--- src/rtl/pool_unit.sv ---
// pool_unit: collects int8 samples from SA_N lanes into an SA_N x SA_N
// scratch tile, finds the first complete FILTER_H x FILTER_W window
// (row-major), reduces it by signed max or rounded average, and queues the
// result in a first-word-fall-through FIFO.
//
// Handshake: out_valid/out_ready. A FIFO entry is transferred on every rising
// clk edge where out_valid and out_ready are both 1. out_valid never depends
// on out_ready, and the head entry stays stable until it is transferred.
//
// Ports:
//   clk, reset_n        clock, asynchronous active-low reset
//   clear               synchronous flush of valid map, FIFO and overrun
//   pool_mode           0 = max, 1 = rounded average
//   pos_row, pos_col    tile base coordinate
//   in_valid/row/col/data  per-lane sample and its absolute coordinate
//   out_valid, out_ready   FIFO head handshake
//   out_row, out_col    coordinate of the window's top-left sample
//   out_data            pooled value
//   overrun             sticky: a sample landed on an already-valid cell
//   idle                no valid scratch cell and FIFO empty
module pool_unit #(
  parameter int SA_N       = 4,
  parameter int MAX_N      = 512,
  parameter int N_BITS     = $clog2(MAX_N + 1),
  parameter int FILTER_H   = 2,
  parameter int FILTER_W   = 2,
  parameter int FIFO_DEPTH = 4
) (
  input  logic                         clk,
  input  logic                         reset_n,
  input  logic                         clear,
  input  logic                         pool_mode,
  input  logic [N_BITS-1:0]            pos_row,
  input  logic [N_BITS-1:0]            pos_col,
  input  logic [SA_N-1:0]              in_valid,
  input  logic [SA_N-1:0][N_BITS-1:0]  in_row,
  input  logic [SA_N-1:0][N_BITS-1:0]  in_col,
  input  logic [SA_N-1:0][7:0]         in_data,
  output logic                         out_valid,
  input  logic                         out_ready,
  output logic [N_BITS-1:0]            out_row,
  output logic [N_BITS-1:0]            out_col,
  output logic signed [7:0]            out_data,
  output logic                         overrun,
  output logic                         idle
);

  localparam int LOG_N  = $clog2(SA_N);
  localparam int CELL_W = $clog2(SA_N * SA_N);
  localparam int WIN_R  = SA_N / FILTER_H;
  localparam int WIN_C  = SA_N / FILTER_W;
  localparam int S      = $clog2(FILTER_H * FILTER_W);
  localparam int SUM_W  = 8 + S;
  // Half of the divisor for round-half-up; 0 for a 1x1 window.
  localparam int RND    = (1 << S) >> 1;
  localparam int PTR_W  = $clog2(FIFO_DEPTH);
  localparam int ENT_W  = 2 * N_BITS + 8;

  logic signed [7:0]       data_q [SA_N][SA_N];
  logic signed [7:0]       data_d [SA_N][SA_N];
  logic [SA_N*SA_N-1:0]    valid_q, valid_d;
  logic                    overrun_q, overrun_d;
  logic [ENT_W-1:0]        fifo_mem [FIFO_DEPTH];
  logic [PTR_W-1:0]        wptr_q, rptr_q;
  logic [PTR_W:0]          count_q, count_d;

  logic                    found, emit, pop, full;
  logic [LOG_N-1:0]        sel_wr, sel_wc;
  logic                    all_v;
  logic [LOG_N-1:0]        ri, ci;
  logic signed [7:0]       max_v, cell_v, avg_v, win_data;
  logic signed [SUM_W-1:0] sum_v, rnd_v;
  logic [N_BITS-1:0]       win_row, win_col;
  logic [LOG_N-1:0]        lr, lc;
  logic                    ovr_hit;
  logic [ENT_W-1:0]        head;

  // Window scan: iterate in reverse so the last hit is the row-major first.
  always_comb begin
    found  = 1'b0;
    sel_wr = '0;
    sel_wc = '0;
    all_v  = 1'b0;
    for (int r = WIN_R - 1; r >= 0; r--) begin
      for (int c = WIN_C - 1; c >= 0; c--) begin
        all_v = 1'b1;
        for (int i = 0; i < FILTER_H; i++) begin
          for (int j = 0; j < FILTER_W; j++) begin
            all_v = all_v & valid_q[CELL_W'((r * FILTER_H + i) * SA_N + c * FILTER_W + j)];
          end
        end
        if (all_v) begin
          found  = 1'b1;
          sel_wr = LOG_N'(r);
          sel_wc = LOG_N'(c);
        end
      end
    end
  end

  // Reduction of the selected window (uses the registered, pre-write data).
  always_comb begin
    ri     = '0;
    ci     = '0;
    cell_v = '0;
    sum_v  = '0;
    max_v  = data_q[LOG_N'(int'(sel_wr) * FILTER_H)][LOG_N'(int'(sel_wc) * FILTER_W)];
    for (int i = 0; i < FILTER_H; i++) begin
      for (int j = 0; j < FILTER_W; j++) begin
        ri     = LOG_N'(int'(sel_wr) * FILTER_H + i);
        ci     = LOG_N'(int'(sel_wc) * FILTER_W + j);
        cell_v = data_q[ri][ci];
        if (cell_v > max_v) max_v = cell_v;
        sum_v  = sum_v + SUM_W'(cell_v);
      end
    end
    rnd_v    = sum_v + SUM_W'(RND);
    avg_v    = 8'(rnd_v >>> S);
    win_data = pool_mode ? avg_v : max_v;
  end

  assign win_row = pos_row + N_BITS'(int'(sel_wr) * FILTER_H);
  assign win_col = pos_col + N_BITS'(int'(sel_wc) * FILTER_W);

  assign pop  = out_valid & out_ready;
  assign full = (count_q == (PTR_W + 1)'(FIFO_DEPTH));
  // A full FIFO still accepts a push when its head leaves in the same cycle.
  assign emit = found & ~clear & (~full | pop);

  // Scratch next state: emit clears the window first, then lane writes land,
  // so a sample hitting the emitting window leaves its cell valid.
  always_comb begin
    valid_d = valid_q;
    data_d  = data_q;
    ovr_hit = 1'b0;
    lr      = '0;
    lc      = '0;
    if (emit) begin
      for (int i = 0; i < FILTER_H; i++) begin
        for (int j = 0; j < FILTER_W; j++) begin
          valid_d[CELL_W'((int'(sel_wr) * FILTER_H + i) * SA_N + int'(sel_wc) * FILTER_W + j)] = 1'b0;
        end
      end
    end
    // Ascending lane order: the highest lane wins a same-cell collision.
    for (int l = 0; l < SA_N; l++) begin
      if (in_valid[l]) begin
        lr = LOG_N'(in_row[l] - pos_row);
        lc = LOG_N'(in_col[l] - pos_col);
        if (valid_q[{lr, lc}]) ovr_hit = 1'b1;
        valid_d[{lr, lc}] = 1'b1;
        data_d[lr][lc]    = in_data[l];
      end
    end
    if (clear) begin
      valid_d = '0;
      ovr_hit = 1'b0;
    end
    overrun_d = ~clear & (overrun_q | ovr_hit);
  end

  always_comb begin
    count_d = count_q;
    case ({emit, pop})
      2'b10:   count_d = count_q + 1'b1;
      2'b01:   count_d = count_q - 1'b1;
      default: count_d = count_q;
    endcase
  end

  always_ff @(posedge clk or negedge reset_n) begin
    if (!reset_n) begin
      valid_q   <= '0;
      overrun_q <= 1'b0;
      wptr_q    <= '0;
      rptr_q    <= '0;
      count_q   <= '0;
    end else begin
      valid_q   <= valid_d;
      overrun_q <= overrun_d;
      if (clear) begin
        wptr_q  <= '0;
        rptr_q  <= '0;
        count_q <= '0;
      end else begin
        if (emit) wptr_q <= wptr_q + 1'b1;
        if (pop)  rptr_q <= rptr_q + 1'b1;
        count_q <= count_d;
      end
    end
  end

  // Scratch data and FIFO storage carry no reset; valid bits and count guard them.
  always_ff @(posedge clk) begin
    data_q <= data_d;
  end

  always_ff @(posedge clk) begin
    if (emit) fifo_mem[wptr_q] <= {win_row, win_col, win_data};
  end

  assign head      = fifo_mem[rptr_q];
  assign out_valid = (count_q != '0);
  // Outputs read zero while empty, so stale storage never shows.
  assign out_row   = out_valid ? head[ENT_W-1 -: N_BITS] : '0;
  assign out_col   = out_valid ? head[8 +: N_BITS] : '0;
  assign out_data  = out_valid ? head[7:0] : '0;
  assign overrun   = overrun_q;
  assign idle      = (valid_q == '0) && (count_q == '0);

endmodule

--- config.mk ---
export PLATFORM = sky130hd
export DESIGN_NAME = pool_unit
export DESIGN_NICKNAME = d
export VERILOG_FILES = /design/src/rtl/pool_unit.sv
export SDC_FILE = /design/constraint.sdc
export NUM_CORES = 1
export LEC_CHECK = 0
export CORE_AREA = 3 3 151 153
export CTS_CLUSTER_DIAMETER = 200
export CTS_CLUSTER_SIZE = 24
export DETAILED_ROUTE_END_ITERATION = 16
export DIE_AREA = 0 0 154 156
export PLACE_DENSITY = 0.95
export SLEW_MARGIN = 20
export SYNTH_ARGS = -nofsm -noshare
export SYNTH_HDL_FRONTEND = slang
export SYNTH_SLANG_ARGS = --single-unit
--- constraint.sdc ---
create_clock -name clk -period 14.9 [get_ports clk]
set_clock_uncertainty 0.2 [all_clocks]
set_input_delay 1.49 -clock clk [delete_from_list [all_inputs] [get_ports clk]]
set_output_delay 1.49 -clock clk [all_outputs]
set_load 0.1 [all_outputs]
* Word level (Yosys, flattened, before mapping)
Memory sizes are Yosys's and may differ from the RTL's.
Index checks and enable logic that the tools add are counted.
** Storage, ports and cells
- Register bits after elaboration :: 152
- Bits in writable memories :: 112
- Bits of input ports :: 141
- Output and inout port bits :: 31
- Word-level logic and storage cells :: 263
- Memories kept :: 1
** Memories
- fifo_mem :: depth 4, bits a word 28, read ports 1, clocked after Yosys merged registers in 0, wr ports 1, line 63 : logic [ENT_W-1:0] fifo_mem [FIFO_DEPTH];
** Operators by class
- $add $sub $neg :: 24
- Order comparisons :: 42
- Equality and inequality tests :: 3
- Muxes and demuxes :: 109
- Bitwise gates (word level) :: 40
- Reductions and logical operators :: 23
** Operators with widths (number)
- $bwmux W128 :: 4
- $mux W128 :: 4
- $mux W32 :: 10
- $demux W32 S2 :: 4
- $bmux W32 S2 :: 3
- $mux W8 :: 20
- $mux W16 :: 6
- $bmux W8 S2 :: 5
- $and A16 B16 Y16 :: 4
- $demux W8 S2 :: 4
- $not A16 Y16 :: 4
- $or A16 B16 Y16 :: 4
- $ge A3 B3 Y1 const B :: 12
- $not A2 Y3 :: 12
- $demux W1 S4 :: 8
- $ge A4 B1 Y1 const B :: 8
- $gt A8 B8 Y1 :: 4
- $mux W1 :: 29
- $lt A3 B1 Y1 const B :: 8
- $lt A4 B6 Y1 const B :: 4
- $add A10 B2 Y10 :: 2
- $lt A4 B5 Y1 const B :: 4
- $mux W10 :: 2
- $logic_and A1 B1 Y1 :: 17
- 26 further kinds :: 59

* Logic depth before layout (Yosys ltp)
Gate-level depths: netlist of the first run.
- Depth after elaboration :: 25
- Depth in mapped cells :: 37
- Depth with buffers taken out :: 33

* Worst setup path before layout of the first run
No wires, ideal clock.
- Kind :: register to register
- From :: register valid_q[1]
- To :: memory fifo_mem[0][6] in the netlist's numbering, data pin
- Setup time :: 281 ps
- Arrival :: 7263 ps
- Data required time :: 14419 ps
- Slack :: 7156 ps
- Cell stages (with the launch flop) :: 36
- Buffers on the path :: 4
- Clock period less this slack :: 7744 ps
- Path through :: dfrtp_1 > buf_4 > nand4_4 > buf_2 > buf_1 > mux2i_1 > ha_1 > a21o_1 > a211oi_1 > nand2_1 > a2111oi_2 > or2_2 > clkbuf_1 > nor2_1 > a21oi_1 > inv_1 > ha_1 > o21a_1 > o21ai_0 > nand2_1 > nand2_1 > o21ai_0 > and4b_1 > a22o_2 > a22oi_1 > ha_1 > nor2b_1 > o21a_1 > o21a_1 > o21a_1 > o21a_1 > o21ai_0 > a21oi_1 > a21oi_1 > nor2b_1 > a211oi_1
** On the way
- Word-level cells in the longest chain between the ends :: 20
- Elaborated cells on any way between the ends :: 50
- Those cells by class :: add/sub: 6; order compare: 4; mux: 31; bitwise: 9
** Ends and longest elaborated chain
- start, declared :: line 61 : logic [SA_N*SA_N-1:0] valid_q, valid_d;
- start signal, assigned :: line 179 : valid_q <= valid_d;
- $and A1 B1 Y1 * (3 in a row) :: line 89 : all_v = all_v & valid_q[CELL_W'((r * FILTER_H + i) * SA_N + c * FILTER_W + j)];
- $mux W1 :: line 92 : if (all_v) begin
- $not A2 Y3 (not written as such) / $not A2 Y2 (equally long branches) :: line 112, 107
- $bmux W32 S2 (on tied branches) :: line 112, 107
- $mux W32 (on tied branches) (2 in a row) :: line 112, 107
- $bmux W8 S2 (on tied branches) :: line 112, 107
- $mux W8 (on tied branches) (2 in a row) :: line 112, 107
- $gt A8 B8 Y1 :: line 113 : if (cell_v > max_v) max_v = cell_v;
- $mux W8 :: line 113
- $gt A8 B8 Y1 :: line 113
- $mux W8 :: line 113
- $gt A8 B8 Y1 :: line 113
- $mux W8 :: line 113
- $gt A8 B8 Y1 :: line 113
- $mux W8 :: line 113
- $mux W8 * :: line 119 : win_data = pool_mode ? avg_v : max_v;
- named net win_data[6] :: line 71 : logic signed [7:0] max_v, cell_v, avg_v, win_data;
- end, declared :: line 63
Mark *: on every way through the listed nets, which the timed path passes. The rest lies on a longest branch. The select of a mux whose other input is x is not followed.

* Worst setup path after layout of the first run
- From :: register valid_q[0]
- To :: memory fifo_mem[0][1] in the netlist's numbering, data pin
Same word-level chain as after synthesis.

==> results of run 1 <==
-- stage by stage --
stage / util / hold slack [ns] / cells
global route: 0.670 / 0.397 / 1600
global placement: 0.639 / 0.325 / 1568
detailed placement: 0.638 / 0.343 / 1568
finish: 0.670 / 0.359 / 1600
floorplan: - / 0.340 / 1271
CTS: 0.668 / 0.362 / 1600
-- kinds of logic (layout without fill, tap and decap cells) --
group | Yosys count | in the layout | share of synthesized area
AND/OR/NAND/NOR | 382 | 382 | 0.143
AO/OA/AOI/OAI | 295 | 295 | 0.139
flip-flops | 200 | 200 | 0.410
multiplexers | 153 | 153 | 0.168
buffers and inverters | 143 | 192 | 0.0465
adder cells (fa/ha/maj) | 60 | 60 | 0.0677
XOR/XNOR | 38 | 38 | 0.0260
-- registers in the layout, summed over array words and instances, names as in the netlist --
| register | flops |
|---|---|
| fifo_mem | 112 |
| wptr_q | 2 |
| overrun | 1 |
| count_q | 3 |
| rptr_q | 2 |
| valid_q | 16 |
| data_q | 64 |
-- cell usage in the layout (no fill, tap or decap), types with 7 or more instances in the layout --
master           netlist  final
and2_1                38     38
nand4_1               10     10
a21oi_1              149    149
dfxtp_1               64     64
dfrtp_1               24     23
mux2i_1               91     91
edfxtp_1             112    112
inv_1                 44     44
nand2_1               78     78
nor2b_1               18     16
nor2_2                 0     10
mux2_2                14     14
clkbuf_16              0     17
nor2_1               149    139
nor3_1                16     16
mux4_2                48     48
xnor2_1               21     20
or2_2                 13     13
nand2b_1              13     13
o21ai_0               44     44
xor2_1                17     17
clkdlybuf4s50_1        0    106
buf_4                 12      9
fa_1                  16     16
and3_1                 7      7
nand3_1               14     14
ha_1                  42     42
a211oi_1              60     60
-- critical path, delay by kind of cell (launching register included) --
| family | cells | cell delay [ns] |
|---|---|---|
| flip-flops | 1 | 0.61 |
| AND/OR/NAND/NOR | 9 | 1.93 |
| adder cells (fa/ha/maj) | 3 | 0.94 |
| multiplexers | 1 | 0.53 |
| buffers and inverters | 2 | 0.19 |
| AO/OA/AOI/OAI | 17 | 4.11 |
-- path summary, 6_finish.rpt --
path / startpoint / to / slack, ns / cells after the start
max in group asynchronous: reset_n / rptr_q[0] / 13.25 / 1
worst min-delay path: overrun / overrun / 0.36 / 2
min in group asynchronous: reset_n / valid_q[5] / 0.84 / 1
worst max-delay path: valid_q[0] / fifo_mem[0][1] / 6.07 / 32
worst min register to register: overrun / overrun / 0.36 / 2
worst max register to register: valid_q[0] / fifo_mem[0][1] / 6.07 / 32
-- layer usage --
metal	up-vias	global-route usage	share of wire
li1	4698	-	-
met1	4982	0.357	0.38
met2	660	0.472	0.48
met3	115	0.0613	0.10
met4	4	0.0992	0.028
met5	-	0	0.00062
-- final cells by class --
class / count / share of cell area
Sequential cell: 200 / 0.361
Timing Repair Buffer: 116 / 0.0780
Clock inverter: 15 / 0.0152
Tap cell: 280 / 0.0241
Multi-Input combinational cell: 928 / 0.481
Inverter: 44 / 0.0114
Clock buffer: 17 / 0.0293
==> impl_metrics.toml, run 1 <==
[logic_synthesis]
syn_inst = 1271
ys.flop_type = "edfxtp_1"
synth_top_cell_area_share = 0.263
ys_top_cells_by_count = "149 x a21oi_1, 149 x nor2_1, 112 x edfxtp_1"
ys_ff_latch = 200
synth_edf_count = 112
yosysUniqueCellTypes = 62
synth.largest_area_cell = "edfxtp_1"
async_reset_ff_frac = 0.120
syn_area_um2 = 12800
synthTopCellsByArea = "edfxtp_1 26%, dfxtp_1 10%, mux4_2 8.5%, mux2i_1 7.1%, a21oi_1 5.8%"
syn_avg_cell_area_um2 = 10.1
synth.net_count = 1470
synth_warnings = 0
yosysSeqAreaShare = 0.410

[clock_network]
cts_root_buf = "clkbuf_16"
cts_resized = 0
cts_hold_buffers = 0
clock_sinks = 200
path_clk_slew_ns = 0.08
postCtsSetupBuffers = 0
h-tree-depth = 4
cts_tree = "yes"
clk_latency_ns = 0.44
max-clock-path-buffers = 2
cts_buffers = 17

[route]
drtIter0Drc = 1271
wire_per_inst_um = 21.0
drc = 0
wl_um = 33600
drtPass1Iterations = 6
avgViaCountPerCell = 6.54
ant_nets = 0
vias = 10500

[placed_design]
dp_hpwl_um = 24300
io_buffers = 107
placed_area_um2 = 13800
pre_cts_ws_ns = 6.33
place_congestion = 0.990

[setup_path]
cp_common_cell = "o21a_1"
crit_path_top_delay_cell = "a2111oi_2"
cp.arrival_ns = 8.77
setup.worst_path.start_class = "flip-flop"
critical_path_class = "reg2reg"
max_stage_delay_ns = 0.75
crit_path_end_kind = "flip-flop"
critPathMaxFanout = 12
worstPathRequired_ns = 14.85

[timing]
final.period_utilization = 0.592
worst_slack_ns = 6.07
fin_crit_ns = 8.83
slew_headroom = 0.253
fmaxAchievable_mhz = 113
rsz0062_at_grt = "false"
finalMaxSlewViolations = 0
hold_violations = 0
finalSetupViolCount = 0
fin_setup_tns_ns = 0
worst_pin_slew_ns = 1.12

[final_layout]
stdcell_area_um2 = 14500
drive_gt1_frac = 0.107
area_growth_pct = 13.6
final-seq-area_um2 = 5250
multi_input_area_um2 = 6990
n_fill_cell = 1504
nets = 1506
diodes = 0

[global_route]
grt_pass1_wl_um = 54000
grt_max_degree = 35
overflow = 0
grt_antenna_before_repair = 2
grt_pass1_vias = 10500
grt_use_total = 0.279

[floorplan]
floorplan.initialDensity = 0.590
core_um2 = 21700
io_pins = 172
die_h_um = 156
rows = 54
dieWidth_um = 154
dieArea_um2 = 24000

[job]
drv_cap = 0

[status]
outcome = "finished clean"

[hold_path]
hp-class = "reg2reg"
Power of run 1 is left out: the tool's default activity adds up to more than one toggle a clock period on the data nets, which glitch-free logic cannot reach.
==> inputs of run 2 (changes only) <==
--- a/config.mk
+++ b/config.mk
@@ -5,12 +5,12 @@
 export SDC_FILE = /design/constraint.sdc
 export NUM_CORES = 1
 export LEC_CHECK = 0
-export CORE_AREA = 3 3 151 153
+export CORE_AREA = 3 3 156 158
 export CTS_CLUSTER_DIAMETER = 200
 export CTS_CLUSTER_SIZE = 24
 export DETAILED_ROUTE_END_ITERATION = 16
-export DIE_AREA = 0 0 154 156
-export PLACE_DENSITY = 0.95
+export DIE_AREA = 0 0 159 161
+export PLACE_DENSITY = 0.91
 export SLEW_MARGIN = 20
 export SYNTH_ARGS = -nofsm -noshare
 export SYNTH_HDL_FRONTEND = slang
==> constraint.sdc (replaced) <==
create_clock -name clk -period 8.4 [get_ports clk]
set_clock_uncertainty 0.2 [all_clocks]
set_input_delay 0.84 -clock clk [delete_from_list [all_inputs] [get_ports clk]]
set_output_delay 0.84 -clock clk [all_outputs]
set_load 0.1 [all_outputs]
==> run 2 against run 1 <==
Compared with the run above:
- non-clock buffer count up 21
- global-route usage down 0.19 points
- final area up 1.2%
- worst setup slack worse by 5.6 ns
- register-to-register slack worse by 5.6 ns
- via count up 0.90%
==> impl_metrics.toml, run 2 (synthesis gave the netlist of run 1 again) <==
[status]
outcome = "finished clean"

[setup_path]
cp_num_buf_inv = 5
max_stage_delay_ns = 0.51
critPathTopFamily = "compound AO/OA/AOI/OAI gates"
cp_common_cell = "o21a_1"
cp-startpoint = "valid_q[1]"
worstPathRequired_ns = 8.41
critPathMaxFanout = 16
r2r_slack_ns = 0.52
critical_path_class = "reg2reg"
crit_path_top_delay_cell = "dfrtp_1"
setup.worst_path.start_class = "flip-flop"
cp.arrival_ns = 7.89
crit-reg2reg-launch = "valid_q[1]"
crit_path_end_kind = "flip-flop"

[timing]
fin_setup_tns_ns = 0
final.period_utilization = 0.938
rsz0062_at_grt = "false"
finalMaxSlewViolations = 0
worst_slack_ns = 0.521
slew_headroom = 0.207
fin_crit_ns = 7.88
worst_pin_slew_ns = 1.18
finalSetupViolCount = 0
hold_violations = 0
fmaxAchievable_mhz = 127

[clock_network]
clock_sinks = 200
cts_root_buf = "clkbuf_16"
clk_latency_ns = 0.45
cts_buffers = 17
cts_tree = "yes"
max-clock-path-buffers = 2
h-tree-depth = 4
path_clk_slew_ns = 0.08

[route]
vias = 10600
drtIter0Drc = 1290
avgViaCountPerCell = 6.36
wire_per_inst_um = 21.3
wl_um = 35400
drc = 0
drtPass1Iterations = 6
ant_nets = 0

[final_layout]
instances_no_fill = 1660
nets = 1527
n_fill_cell = 1790
final-seq-area_um2 = 5250
final_common_cell = "a21oi_1"
largest_reg_flops = 112
top_regs = "fifo_mem: 112 flops, data_q: 64 flops, valid_q: 16 flops"
final_cell_mix = "149 x a21oi_1, 145 x nor2_1, 112 x edfxtp_1, 106 x clkdlybuf4s50_1, 91 x mux2i_1"
drive_gt1_frac = 0.116
regMostFlops = "fifo_mem"
area_growth_pct = 14.9
multi_input_area_um2 = 6970
diodes = 0

[placed_design]
place_inst = 1623
io_buffers = 107
dp_hpwl_um = 24400
pre_cts_ws_ns = 0.466
place_congestion = 0.978

[global_route]
use_met3 = 0.0600
grt_antenna_before_repair = 0
grt-busiest-layer = "met2"
grt_pass1_vias = 10400
grt_max_degree = 35
grt_pass1_wl_um = 56300
overflow = 0
grt_use_met2 = 0.460
use_met1 = 0.357
grt_use_total = 0.277

[power_and_ir_drop]
ir_drop_v = 0.000396
powerDensity_nw_per_um2 = 509
p_leak_nw = 5.75

[floorplan]
dieArea_um2 = 25600
io_pins = 172
dieWidth_um = 159
core_um2 = 23300
floorplan.initialDensity = 0.550
rows = 56
die_h_um = 161

[hold_path]
hp-class = "in2async"

[job]
drv_cap = 0
## run 2: metrics by stage
step                      utilization  cell area (um2)  hold WS (ns)  total power [mW]
after global routing            0.632            14700         0.227              8.00
after CTS                       0.629            14600         0.365              7.42
after floorplan                     -            12800         0.340              5.42
final                           0.632            14700         0.196              7.48
after detailed placement        0.603            14000         0.342              6.54
after global placement          0.603            14000         0.322              6.27
## run 2: area by class of cell
type / count / share of cell area
well taps: 319 / 0.0272
repair buffers: 137 / 0.0887
flip-flops and latches: 200 / 0.357
clock inverters: 15 / 0.0126
clock buffers: 17 / 0.0289
multi-input cells: 928 / 0.474
inverters: 44 / 0.0112
## run 2: power breakdown
part	total, mW	internal [mW]	switching (mW)
Clock	0.845	0.409	0.435
Sequential	1.80	1.60	0.197
Combinational	4.84	1.93	2.91
## run 2: path summary, 6_finish.rpt
kind                       depth (start not counted)        endpoint
setup reg to reg                                  35  fifo_mem[1][5]
setup / recovery                                  35  fifo_mem[1][5]
hold reg to reg                                    2         overrun
max in group asynchronous                          1       rptr_q[0]
hold / removal                                     1     valid_q[15]
min in group clk                                   2         overrun
## run 2: worst register-to-register path: cells and delay by family (launching register included)
kind	cells	cell delay (ns)
flip-flops	1	0.51
adder cells (fa/ha/maj)	3	0.89
buffers and inverters	5	0.77
AND/OR/NAND/NOR	11	1.89
multiplexers	1	0.42
AO/OA/AOI/OAI	15	2.95
## run 2: repair_timing
| action | CTS | global route |
|---|---|---|
| buffers inserted | 0 | 5 |
| setup endpoints to repair | 0 | 32 |
| resized for setup | 0 | 1 |
| hold buffers | 0 | 0 |
## run 2: routing by layer
layer  up-vias  routed length (um)
li1       4734                   -
met1      5011               13600
met2       664               16900
met3       144                3590
met4         0                1350
met5         -                   0
No activity file was read; power rests on OpenSTA's default activity.
